### config.mk
export PLATFORM = sky130hd
export DESIGN_NAME = id_stage_reg
export DESIGN_NICKNAME = d
export VERILOG_FILES = /design/src/rtl/kgp_isa_pkg.sv /design/src/rtl/kgp_skid_buf.sv /design/src/rtl/id_stage_reg.sv
export SDC_FILE = /design/constraint.sdc
export NUM_CORES = 1
export LEC_CHECK = 0
export CAP_MARGIN = 20
export CORE_ASPECT_RATIO = 0.75
export CORE_MARGIN = 1
export CORE_UTILIZATION = 49
export DETAILED_ROUTE_END_ITERATION = 8
export PLACE_DENSITY = 0.83
export SETUP_SLACK_MARGIN = 0.5
export SYNTH_ARGS = -nofsm -noshare
export SYNTH_HDL_FRONTEND = slang
export SYNTH_SLANG_ARGS = --single-unit
### constraint.sdc
create_clock -name clk -period 1.97 [get_ports clk]
set_clock_uncertainty 0.2 [all_clocks]
set_input_delay 0.394 -clock clk [delete_from_list [all_inputs] [get_ports clk]]
set_output_delay 0.394 -clock clk [all_outputs]
set_load 0.02 [all_outputs]
### src/rtl/kgp_isa_pkg.sv
// KGPRISC instruction-field positions and fetch-entry types shared by the
// fetch/decode boundary logic.
package kgp_isa_pkg;

  localparam int OPC_HI   = 31;
  localparam int OPC_LO   = 26;
  localparam int RS_HI    = 25;
  localparam int RS_LO    = 21;
  localparam int RT_HI    = 20;
  localparam int RT_LO    = 16;
  localparam int FUNCT_HI = 5;
  localparam int FUNCT_LO = 0;
  localparam int IMM_HI   = 15;
  localparam int IMM_LO   = 0;

  localparam logic [31:0] NOP_INSTR = 32'h0000_0000;

  typedef struct packed {
    logic [31:0] pc;
    logic [31:0] instr;
  } if_entry_t;

  localparam int ENTRY_W = $bits(if_entry_t);

  typedef enum logic [1:0] {
    OCC_EMPTY = 2'd0,
    OCC_ONE   = 2'd1,
    OCC_FULL  = 2'd2
  } occ_e;

endpackage

### src/rtl/kgp_skid_buf.sv
// Generic 2-entry valid/ready skid buffer with a registered upstream ready
// and a synchronous clear that empties both entries.
module kgp_skid_buf
  import kgp_isa_pkg::*;
#(
  parameter int W = 64
) (
  input  logic         clk,
  input  logic         rst_ni,
  input  logic         clr_i,
  input  logic         in_valid_i,
  input  logic [W-1:0] in_data_i,
  output logic         in_ready_o,
  output logic         out_valid_o,
  output logic [W-1:0] out_data_o,
  input  logic         out_ready_i
);

  occ_e         state_q, state_d;
  logic [W-1:0] head_q, head_d;
  logic [W-1:0] skid_q, skid_d;
  logic         ready_q;
  logic         accept, consume;

  assign accept      = in_valid_i && ready_q;
  assign out_valid_o = (state_q != OCC_EMPTY);
  assign consume     = out_valid_o && out_ready_i;
  assign in_ready_o  = ready_q;
  assign out_data_o  = head_q;

  always_comb begin
    state_d = state_q;
    head_d  = head_q;
    skid_d  = skid_q;
    if (clr_i) begin
      // Entries are dropped but head data is left in place; it is don't-care once invalid.
      state_d = OCC_EMPTY;
    end else begin
      unique case (state_q)
        OCC_EMPTY: begin
          if (accept) begin
            state_d = OCC_ONE;
            head_d  = in_data_i;
          end
        end
        OCC_ONE: begin
          if (accept && consume) begin
            head_d = in_data_i;
          end else if (accept) begin
            state_d = OCC_FULL;
            skid_d  = in_data_i;
          end else if (consume) begin
            state_d = OCC_EMPTY;
          end
        end
        OCC_FULL: begin
          if (consume) begin
            state_d = OCC_ONE;
            head_d  = skid_q;
          end
        end
        default: state_d = OCC_EMPTY;
      endcase
    end
  end

  always_ff @(posedge clk) begin
    if (!rst_ni) begin
      state_q <= OCC_EMPTY;
      ready_q <= 1'b1;
      head_q  <= '0;
      skid_q  <= '0;
    end else begin
      state_q <= state_d;
      ready_q <= (state_d != OCC_FULL);
      head_q  <= head_d;
      skid_q  <= skid_d;
    end
  end

endmodule

### src/rtl/id_stage_reg.sv
// KGPRISC fetch-to-decode register: skid-buffered {pc, instr} with field slicing
// and flush. Optional stall counter enabled by defining ID_STALL_CNT_EN.
module id_stage_reg
  import kgp_isa_pkg::*;
#(
  parameter int DATA_W = 32,
  parameter int IMM_W  = 16
) (
  input  logic              clk,
  input  logic              rst,
  input  logic              flush,
  input  logic              if_valid,
  input  logic [DATA_W-1:0] if_instr,
  input  logic [DATA_W-1:0] if_pc,
  output logic              if_ready,
  output logic              id_valid,
  input  logic              id_ready,
  output logic [DATA_W-1:0] id_pc,
  output logic [5:0]        id_opcode,
  output logic [4:0]        id_rs,
  output logic [4:0]        id_rt,
  output logic [5:0]        id_funct,
  output logic [IMM_W-1:0]  id_imm16
`ifdef ID_STALL_CNT_EN
  ,
  output logic [31:0]       stall_cnt
`endif
);

  if_entry_t in_entry;
  if_entry_t head_entry;
  logic      unused_shamt;

  assign in_entry.pc    = if_pc;
  assign in_entry.instr = if_instr;

  kgp_skid_buf #(
    .W(ENTRY_W)
  ) u_skid (
    .clk         (clk),
    .rst_ni      (rst),
    .clr_i       (flush),
    .in_valid_i  (if_valid),
    .in_data_i   (in_entry),
    .in_ready_o  (if_ready),
    .out_valid_o (id_valid),
    .out_data_o  (head_entry),
    .out_ready_i (id_ready)
  );

  assign id_pc        = head_entry.pc;
  assign id_opcode    = head_entry.instr[OPC_HI:OPC_LO];
  assign id_rs        = head_entry.instr[RS_HI:RS_LO];
  assign id_rt        = head_entry.instr[RT_HI:RT_LO];
  assign id_funct     = head_entry.instr[FUNCT_HI:FUNCT_LO];
  assign id_imm16     = head_entry.instr[IMM_HI:IMM_LO];
  // Shift-amount bits are decoded elsewhere and not exposed here.
  assign unused_shamt = ^head_entry.instr[10:6];

`ifdef ID_STALL_CNT_EN
  logic [31:0] stall_q, stall_d;

  function automatic logic [31:0] sat_inc(input logic [31:0] v);
    return (v == 32'hFFFF_FFFF) ? v : v + 32'd1;
  endfunction

  always_comb begin
    stall_d = stall_q;
    if (id_valid && !id_ready) stall_d = sat_inc(stall_q);
  end

  // Cleared by reset only; flush does not touch the statistic.
  always_ff @(posedge clk) begin
    if (!rst) stall_q <= '0;
    else      stall_q <= stall_d;
  end

  assign stall_cnt = stall_q;
`endif

endmodule

==> results.cfg <==
[outcome]
status = finished clean

[yosys]
synth-compound-area-share_pct = 20.79
synth.avg_cell_area_sq_um = 9.386
synth-xor-area-share_pct = 0.1587
synth_fa_ha_area_share_pct = 0
synth_area_leaders = dfxtp_1 (48%), nand2_1 (13%), mux2i_1 (12%), o211a_1 (12%), a21boi_0 (5.3%)
synth_simple_gate_area_share_pct = 14.46
synth.most_common_cell = nand2_1
ys_seq_elements = 131
yosysTopAreaCell = dfxtp_1
synth-main-ff-cell = dfxtp_1
synth_top_cell_area_share_pct = 47.52
muxShareOfSynthArea_pct = 11.61
syn_nets = 657
synth_common_cells = nand2_1 (193), dfxtp_1 (131), mux2i_1 (64), o211a_1 (64), a21boi_0 (39)
synthDistinctLibCells = 24
synth_top_family_by_area = compound AO/OA/AOI/OAI gates
async_flop_share_pct = 0
syn_inst = 588
synth_seq_area_share_pct = 47.52
synth-edff-count = 0
synth_area_sq_um = 5519
ys_warn_count = 0

[setup_path]
rrSetupSlack_ns = 0.03
r2r_cells = 8
cp-end-kind = flop
cp-start-kind = flop
crit_chain = buf_6 -> buf_4 -> nand2b_4 -> buf_12 -> clkbuf_16 -> mux2i_1 -> nand2_2 -> o211a_1
crit_fanout = 7
slowest_delay_ns = 0.37
cp.arrival_ns = 2.03
worst_ep_required_time_ns = 2.07
worstReg2RegEnd = u_skid.out_data_o[58]
crit_path_start = u_skid.state_q[1]
cp_slowest_cell = dfxtp_4
r2r-start = u_skid.state_q[1]
worstSetupEndpoint = u_skid.out_data_o[58]
path_class = flop to flop

[grt]
grt_pass1_vias = 5035
antenna_found_initial = 0
grt_pass1_wl_mm = 25.75
overflow = 0
grt_use_total_pct = 28.63
grt_max_degree = 35

[final_layout]
antenna-diode-count = 0
drive_gt1_share_pct = 51.32
nets = 849
syn_to_final_growth_pct = 78.51
fillers = 405

[sta]
finalCritPeriodShare_pct = 98.29
fin_ws_ns = 0.03364
drv_slew = 0
hold_viol_final = 0
rsz0062_at_grt = true
fmax_ghz = 0.5164
relSlewSlack_pct = 70.30
worst_pin_slew_ns = 0.4454
setup_viol = 0
min_period_ns = 1.936
tns_ns = 0
whs_ns = 0.1801

[cts]
htree_levels = 4
insertion_delay_ns = 0.42
cts_made_buffers = 17
cts_root_buffer = clkbuf_16
hold_buffers = 0
clkTransAtPathRegs_ns = 0.06
cts_tree = done
cts_buffer_depth = 2
clock-sinks = 131

[floorplanning]
die-area_sq_um = 11700
initial_core_util_pct = 50.44
io_pins = 141
die_h_um = 93.91
rows = 33
coreArea_sq_um = 10940
die_w_um = 124.5

[route]
wl_mm = 22.90
via_per_inst = 6.039
antenna_left = 0
wl_per_cell_um = 24.54
drc_errors = 0
drt_iter0_drc = 439
routed-via-count = 5634
firstDrtPassIters = 7

[power_and_ir_drop]
ir_worst_vdd_mv = 0.6113
leakage_nw = 4.814
pwr_density_cell_nw_per_um2 = 763.8

[place]
place_congestion = 0.7839
pre_cts_ws_ns = -0.3412
portBuffers = 140
detailed_place_hpwl_mm = 8.925

[flow_run]
drv_cap = 0

[worst_hold_path]
hp-class = input port to flop
==> report_power, final <==
part / switching, mW / internal (mW) / total, mW
sequential: 0.0969 / 2.77 / 2.87
combinational: 0.536 / 0.669 / 1.20
clock: 1.27 / 2.18 / 3.45
==> area by class of cell <==
| type | instances | area [sq um] | share of cell area (%) |
|---|---|---|---|
| repair buffers | 228 | 3017 | 30.62 |
| multi-input cells | 399 | 3296 | 33.45 |
| flip-flops and latches | 131 | 2719 | 27.60 |
| well taps | 140 | 175.2 | 1.778 |
| clock inverters | 13 | 181.4 | 1.842 |
| inverters | 3 | 11.26 | 0.1143 |
| clock buffers | 19 | 452.9 | 4.597 |
==> registers in the layout (all words and copies together) (netlist names) <==
signal and flops:
u_skid.out_data_o 64, u_skid.in_ready_o 1, u_skid.state_q 2, u_skid.skid_q 64
==> cells by family after synthesis <==
logic type,Yosys count
simple gates,203
compound gates,131
flops,131
mux,64
buf+inv,58
xor+xnor,1
==> worst max-delay path: cells and delay by family (launching register included) <==
kind | cells | cell delay [ns]
mux | 1 | 0.32
flops | 1 | 0.37
buf+inv | 4 | 0.55
simple gates | 2 | 0.20
compound gates | 1 | 0.16
==> layout by cell type, fill, tap and decap left out, drive strengths merged, types with 5 or more instances in the layout <==
cell,instances
a21boi,64
buf,145
clkbuf,35
clkdlybuf4s50,64
clkinv,5
dfxtp,131
mux2i,64
nand2,193
o211a,64
==> what timing repair did <==
action | in CTS | in global routing
endpoints found under the setup margin | 203 | 200
pin swaps | 7 | 65
gates resized for setup | 562 | 188
cloned | 14 | 16
buffers inserted | 16 | 16
==> routing by layer <==
metal  share of wire, %  vias up  global-route usage, %
met3                8.3      109                  8.599
met2                 50      364                  49.13
met1                 37     2737                  33.94
li1                   -     2424                      -
met5                  0        -                      0
met4                4.7        0                  10.64
==> through the flow <==
step	cell area (sq um)	util [%]	total power, mW	instances
after floorplan	5642	-	3.284	588
after global placement	7222	66.00	3.716	839
after detailed placement	7222	66.00	3.737	839
after CTS	8716	79.66	7.264	901
after global routing	9852	90.04	7.698	933
final	9852	90.04	7.525	933
==> how the worst min path moves through the flow <==
stage          slack [ns]  depth (start not counted)                end         startpoint
3_3_place_gp         0.24                          2  u_skid.skid_q[47]  u_skid.skid_q[47]
3_5_place_dp         0.25                          2   u_skid.skid_q[8]   u_skid.skid_q[8]
4_1_cts              0.17                          2  u_skid.in_ready_o                rst
2_1_floorplan        0.23                          2   u_skid.skid_q[0]   u_skid.skid_q[0]
6_report             0.18                          2  u_skid.in_ready_o                rst
5_1_grt              0.18                          2  u_skid.in_ready_o                rst
Note: power is estimated with default switching activity, not from simulation.
